`config.mk`:
```
export PLATFORM = sky130hd
export DESIGN_NAME = ram_burst_ctrl
export DESIGN_NICKNAME = d
export VERILOG_FILES = /design/src/rtl/ram_ctrl_pkg.sv /design/src/rtl/ram_burst_ctrl.sv
export SDC_FILE = /design/constraint.sdc
export NUM_CORES = 1
export LEC_CHECK = 0
export CORE_ASPECT_RATIO = 0.9
export CORE_MARGIN = 3
export CORE_UTILIZATION = 25
export CTS_CLUSTER_SIZE = 25
export DETAILED_ROUTE_END_ITERATION = 12
export PLACE_DENSITY = 0.53
export SLEW_MARGIN = 20
export SYNTH_ARGS = -nofsm -noshare
export SYNTH_HDL_FRONTEND = slang
export SYNTH_SLANG_ARGS = --single-unit
```
`constraint.sdc`:
```
create_clock -name clk -period 1.7 [get_ports clk]
set_clock_uncertainty 0.05 [all_clocks]
set_input_delay 0.34 -clock clk [delete_from_list [all_inputs] [get_ports clk]]
set_output_delay 0.34 -clock clk [all_outputs]
set_load 0.05 [all_outputs]
```
`src/rtl/ram_ctrl_pkg.sv`:
```
// Shared constants for the burst RAM controller: state encoding and default bus widths.
package ram_ctrl_pkg;

  localparam int DATAWIDTH_DEF = 8;
  localparam int ADDRWIDTH_DEF = 10;
  localparam int LENWIDTH_DEF  = 4;
  localparam int STATE_W       = 3;

  localparam logic [STATE_W-1:0] ST_IDLE     = 3'd0;
  localparam logic [STATE_W-1:0] ST_WRITE    = 3'd1;
  localparam logic [STATE_W-1:0] ST_RD_ISSUE = 3'd2;
  localparam logic [STATE_W-1:0] ST_RD_WAIT  = 3'd3;
  localparam logic [STATE_W-1:0] ST_RD_HOLD  = 3'd4;

  typedef enum logic [STATE_W-1:0] {
    IDLE     = ST_IDLE,
    WRITE    = ST_WRITE,
    RD_ISSUE = ST_RD_ISSUE,
    RD_WAIT  = ST_RD_WAIT,
    RD_HOLD  = ST_RD_HOLD
  } state_t;

endpackage

```
`src/rtl/ram_burst_ctrl.sv`:
```
// Burst read/write initiator for RAM_basic with valid/ready request, write and read streams.
//   state    | meaning
//   IDLE     | waiting for a request, req_ready high
//   WRITE    | accepting write beats, one RAM write per accepted beat
//   RD_ISSUE | address stable, RAM registers dout at end of cycle
//   RD_WAIT  | mem_dout valid, capture into rdata
//   RD_HOLD  | rvalid pending until rready
module ram_burst_ctrl
  import ram_ctrl_pkg::*;
#(
  parameter int DATAWIDTH = DATAWIDTH_DEF,
  parameter int ADDRWIDTH = ADDRWIDTH_DEF,
  parameter int LENWIDTH  = LENWIDTH_DEF
)(
  input  logic                 clk,
  input  logic                 reset,
  input  logic                 req_valid,
  output logic                 req_ready,
  input  logic                 req_write,
  input  logic [ADDRWIDTH-1:0] req_addr,
  input  logic [LENWIDTH-1:0]  req_len,
  input  logic                 wvalid,
  output logic                 wready,
  input  logic [DATAWIDTH-1:0] wdata,
  output logic                 rvalid,
  input  logic                 rready,
  output logic [DATAWIDTH-1:0] rdata,
  output logic                 rlast,
  output logic                 done,
  output logic                 mem_wr_en,
  output logic [ADDRWIDTH-1:0] mem_addr,
  output logic [DATAWIDTH-1:0] mem_din,
  input  logic [DATAWIDTH-1:0] mem_dout
);

  state_t               state;
  logic [ADDRWIDTH-1:0] cur_addr;
  logic [LENWIDTH-1:0]  cnt;
  logic                 last_beat;

  assign last_beat = (cnt == '0);
  assign req_ready = (state == IDLE);
  assign wready    = (state == WRITE);

  always_ff @(posedge clk) begin
    if (reset) begin
      state     <= IDLE;
      cur_addr  <= '0;
      cnt       <= '0;
      mem_wr_en <= 1'b0;
      mem_addr  <= '0;
      mem_din   <= '0;
      rvalid    <= 1'b0;
      rdata     <= '0;
      rlast     <= 1'b0;
      done      <= 1'b0;
    end else begin
      done <= 1'b0;
      case (state)
        IDLE: begin
          mem_wr_en <= 1'b0;
          if (req_valid) begin
            cur_addr <= req_addr;
            cnt      <= req_len;
            if (req_write) begin
              state <= WRITE;
            end else begin
              state    <= RD_ISSUE;
              mem_addr <= req_addr;
            end
          end
        end
        WRITE: begin
          if (wvalid) begin
            mem_wr_en <= 1'b1;
            mem_addr  <= cur_addr;
            mem_din   <= wdata;
            cur_addr  <= cur_addr + ADDRWIDTH'(1);
            cnt       <= cnt - LENWIDTH'(1);
            if (last_beat) begin
              state <= IDLE;
              done  <= 1'b1;
            end
          end else begin
            // bubble: address is left alone so the RAM just does a harmless read
            mem_wr_en <= 1'b0;
          end
        end
        RD_ISSUE: begin
          mem_wr_en <= 1'b0;
          state     <= RD_WAIT;
        end
        RD_WAIT: begin
          rdata  <= mem_dout;
          rvalid <= 1'b1;
          rlast  <= last_beat;
          state  <= RD_HOLD;
        end
        RD_HOLD: begin
          if (rready) begin
            rvalid <= 1'b0;
            rlast  <= 1'b0;
            if (last_beat) begin
              state <= IDLE;
              done  <= 1'b1;
            end else begin
              cur_addr <= cur_addr + ADDRWIDTH'(1);
              cnt      <= cnt - LENWIDTH'(1);
              mem_addr <= cur_addr + ADDRWIDTH'(1);
              state    <= RD_ISSUE;
            end
          end
        end
        default: state <= IDLE;
      endcase
    end
  end

endmodule

```
==> reports/results.txt <==
Outcome: finished, violations left
Failing checks: setup timing
Clock latency on the worst-skew pair: 0.30 ns
Share of layout cells above drive strength 1: 32.72%
Non-Filler Instances: 559
Hold Fails Final Rpt: 0
ANT nets after route: 0
Worst Path Max Fanout: 5
Startpoint Class: flip-flop
Port Buffers: 67
Filler cells: 924
Mapped Area: 2485 um2
Most used DFF post-synth: dfxtp_1
Diode count: 0
P per Cell Area: 923.8 nW/um2
Drt pass-1 iters: 4
Max cap viols: 0
Setup repair after global routing missed its margin: yes
Largest net degree at the start of global routing: 20
Tightest Pin Transition: 0.3656 ns
Leakage: 0.001523 uW
Post-Route WL: 8.626 mm
Initial Utilization: 26.51%
Detailed Route Iter0 Violations: 151
Seq cells post-synth: 47
DR WL/cell: 15.43 um
Ys async rst share: 0%
Hold Crit Class: in -> reg
Period utilisation layout: 109.6%
CTS sink count: 47
Crit Path Class: reg -> reg
Fin nets: 474
GRT Util Overall: 15.03%
CTS buffer count: 5
Finished Core Util: 42.32%
CTS tree: done
Syn Inst Count: 327
Clk slew on worst S/H paths: 0.10 ns
First-pass GRT wire length: 13.92 mm
CP endpoint kind: flip-flop
Top-count cell post-synth: nand2_1
Leading area contributor after synthesis: dfxtp_1
Synth warnings: 0
Initial antenna violation count: 0
Die H: 100.6 um
Slew Viols, Final: 0
H-tree depth: 2
Routed vias: 2,667
Core box area: 9373 um2
Max VDD drop: 0.4156 mV
Vias in the first global route: 2,731
Die span in x: 111.1 um
Root Driver: clkbuf_8
Die Area: 11,170 um2
Post-synth EDFFs: 0
Netlist cell types: 50
Peak Freq: 536.6 MHz
DP HPWL: 5.980 mm
Share of the synthesized area in the top cell type: 37.87%
Vias per Instance: 4.771
CP required: 1.83 ns
Total congestion overflow: 0
CTS Buffer Depth: 2
Seq/Total Area, Yosys: 37.87%
Total Power: 3664 uW
Post-Syn Nets: 365
Setup violators final: 25
I/O Pins: 68
Layout area overhead: 59.62%
Arrival time at the worst endpoint: 2.00 ns
Area contributors post-synth: dfxtp_1 (38%), a21oi_1 (9.5%), nand2_1 (8.3%), nor2_1 (3.8%), a211oi_1 (2.7%)
Row count: 33
Syn Area/Cell: 7.599 um2
Min cycle time layout: 1.864 ns
Commonest cells in the synthesized netlist: nand2_1 (55), a21oi_1 (47), dfxtp_1 (47)
Worst slew margin: 75.63%
Post-place setup slack: -0.2697 ns
Final Wtd Congestion: 0.8266
Dpl cells: 533
Remaining DRCs: 0
Final worst-path setup slack: -0.1636 ns
## worst max-delay path: stages, from the launching register on
cell and delay [ns]:
dfxtp_2 0.34, inv_2 0.07, ha_4 0.13, nor3b_4 0.27
nand2_2 0.12, a31oi_4 0.25, buf_12 0.15, buf_12 0.11
buf_8 0.11, a21o_1 0.09, a21oi_1 0.06
## power by group
part | internal (uW) | switching, uW
clock | 295 | 428
combinational | 766 | 857
sequential | 1210 | 108
## through the flow
| stage | hold WS (ns) | TNS (ns) | cell area (um2) |
|---|---|---|---|
| 6_report | 0.3670 | -2.301 | 3966 |
| 5_1_grt | 0.3825 | -4.036 | 3966 |
| 4_1_cts | 0.3517 | -1.244 | 3887 |
| 3_5_place_dp | 0.3966 | -5.184 | 3452 |
| 3_3_place_gp | 0.3952 | -4.375 | 3452 |
| 2_1_floorplan | 0.4082 | 0 | 2502 |
## sequential cells by signal, indices dropped and copies added, names as in the netlist
register,flops
rlast,1
rdata,8
cnt,4
mem_din,8
rvalid,1
state,3
done,1
cur_addr,10
mem_wr_en,1
mem_addr,10
## metal layers
layer / track usage, % / wire, um / up-vias
li1: - / - / 1383
met5: 0 / 0 / -
met2: 24.86 / 4013 / 50
met3: 2.161 / 282 / 4
met4: 3.555 / 46 / 0
met1: 20.89 / 4284 / 1230
## kinds of logic (layout without fill, tap and decap cells)
family	count (synthesis)	after routing	synth area share (%)
AND/OR/NAND/NOR	131	131	24.97
AO/OA/AOI/OAI	105	105	26.94
flip-flops	47	47	37.86
buffers and inverters	32	142	5.438
XOR/XNOR	7	7	2.467
multiplexers	3	3	1.309
adder cells (fa/ha/maj)	2	2	1.007
## cell usage in the layout, fill, tap and decap left out, drive strengths merged, types with 4 or more instances in the layout
cell type and count:
nand2b 9, inv 9, o21ai 11, a31oi 4
a22o 4, or3 4, a21oi 47, nand2 55
clkdlybuf4s50 34, a211oi 9, nor3 10, dfxtp 47
nor2 25, clkbuf 5, a21o 5, buf 91
o22ai 4, o32ai 4, nand3 8, xnor2 7
## final cells by class
| type | count | area (um2) | area share [%] |
|---|---|---|---|
| clock inverters | 3 | 25.02 | 0.6309 |
| flip-flops and latches | 47 | 954.7 | 24.07 |
| well taps | 122 | 152.6 | 3.849 |
| inverters | 9 | 36.28 | 0.9148 |
| multi-input cells | 248 | 1599 | 40.32 |
| clock buffers | 5 | 68.82 | 1.735 |
| repair buffers | 125 | 1130 | 28.49 |
## timing repair
action / 4_1_cts / 5_1_grt
endpoints found under the setup margin: 25 / 25
hold buffers: 0 / 0
cloned: 4 / 0
setup buffers: 12 / 4
resized for setup: 44 / 14
pin swaps: 23 / 11
## path summary, 6_finish.rpt
| kind | from | to | slack, ns | depth (start not counted) |
|---|---|---|---|---|
| setup / recovery | cnt[1] | cur_addr[4] | -0.16 | 10 |
| hold / removal | reset | state[2] | 0.37 | 2 |
| setup reg to reg | cnt[1] | cur_addr[4] | -0.16 | 10 |
| hold reg to reg | rdata[1] | rdata[1] | 0.41 | 2 |
Power figures use the tool's default switching activity.
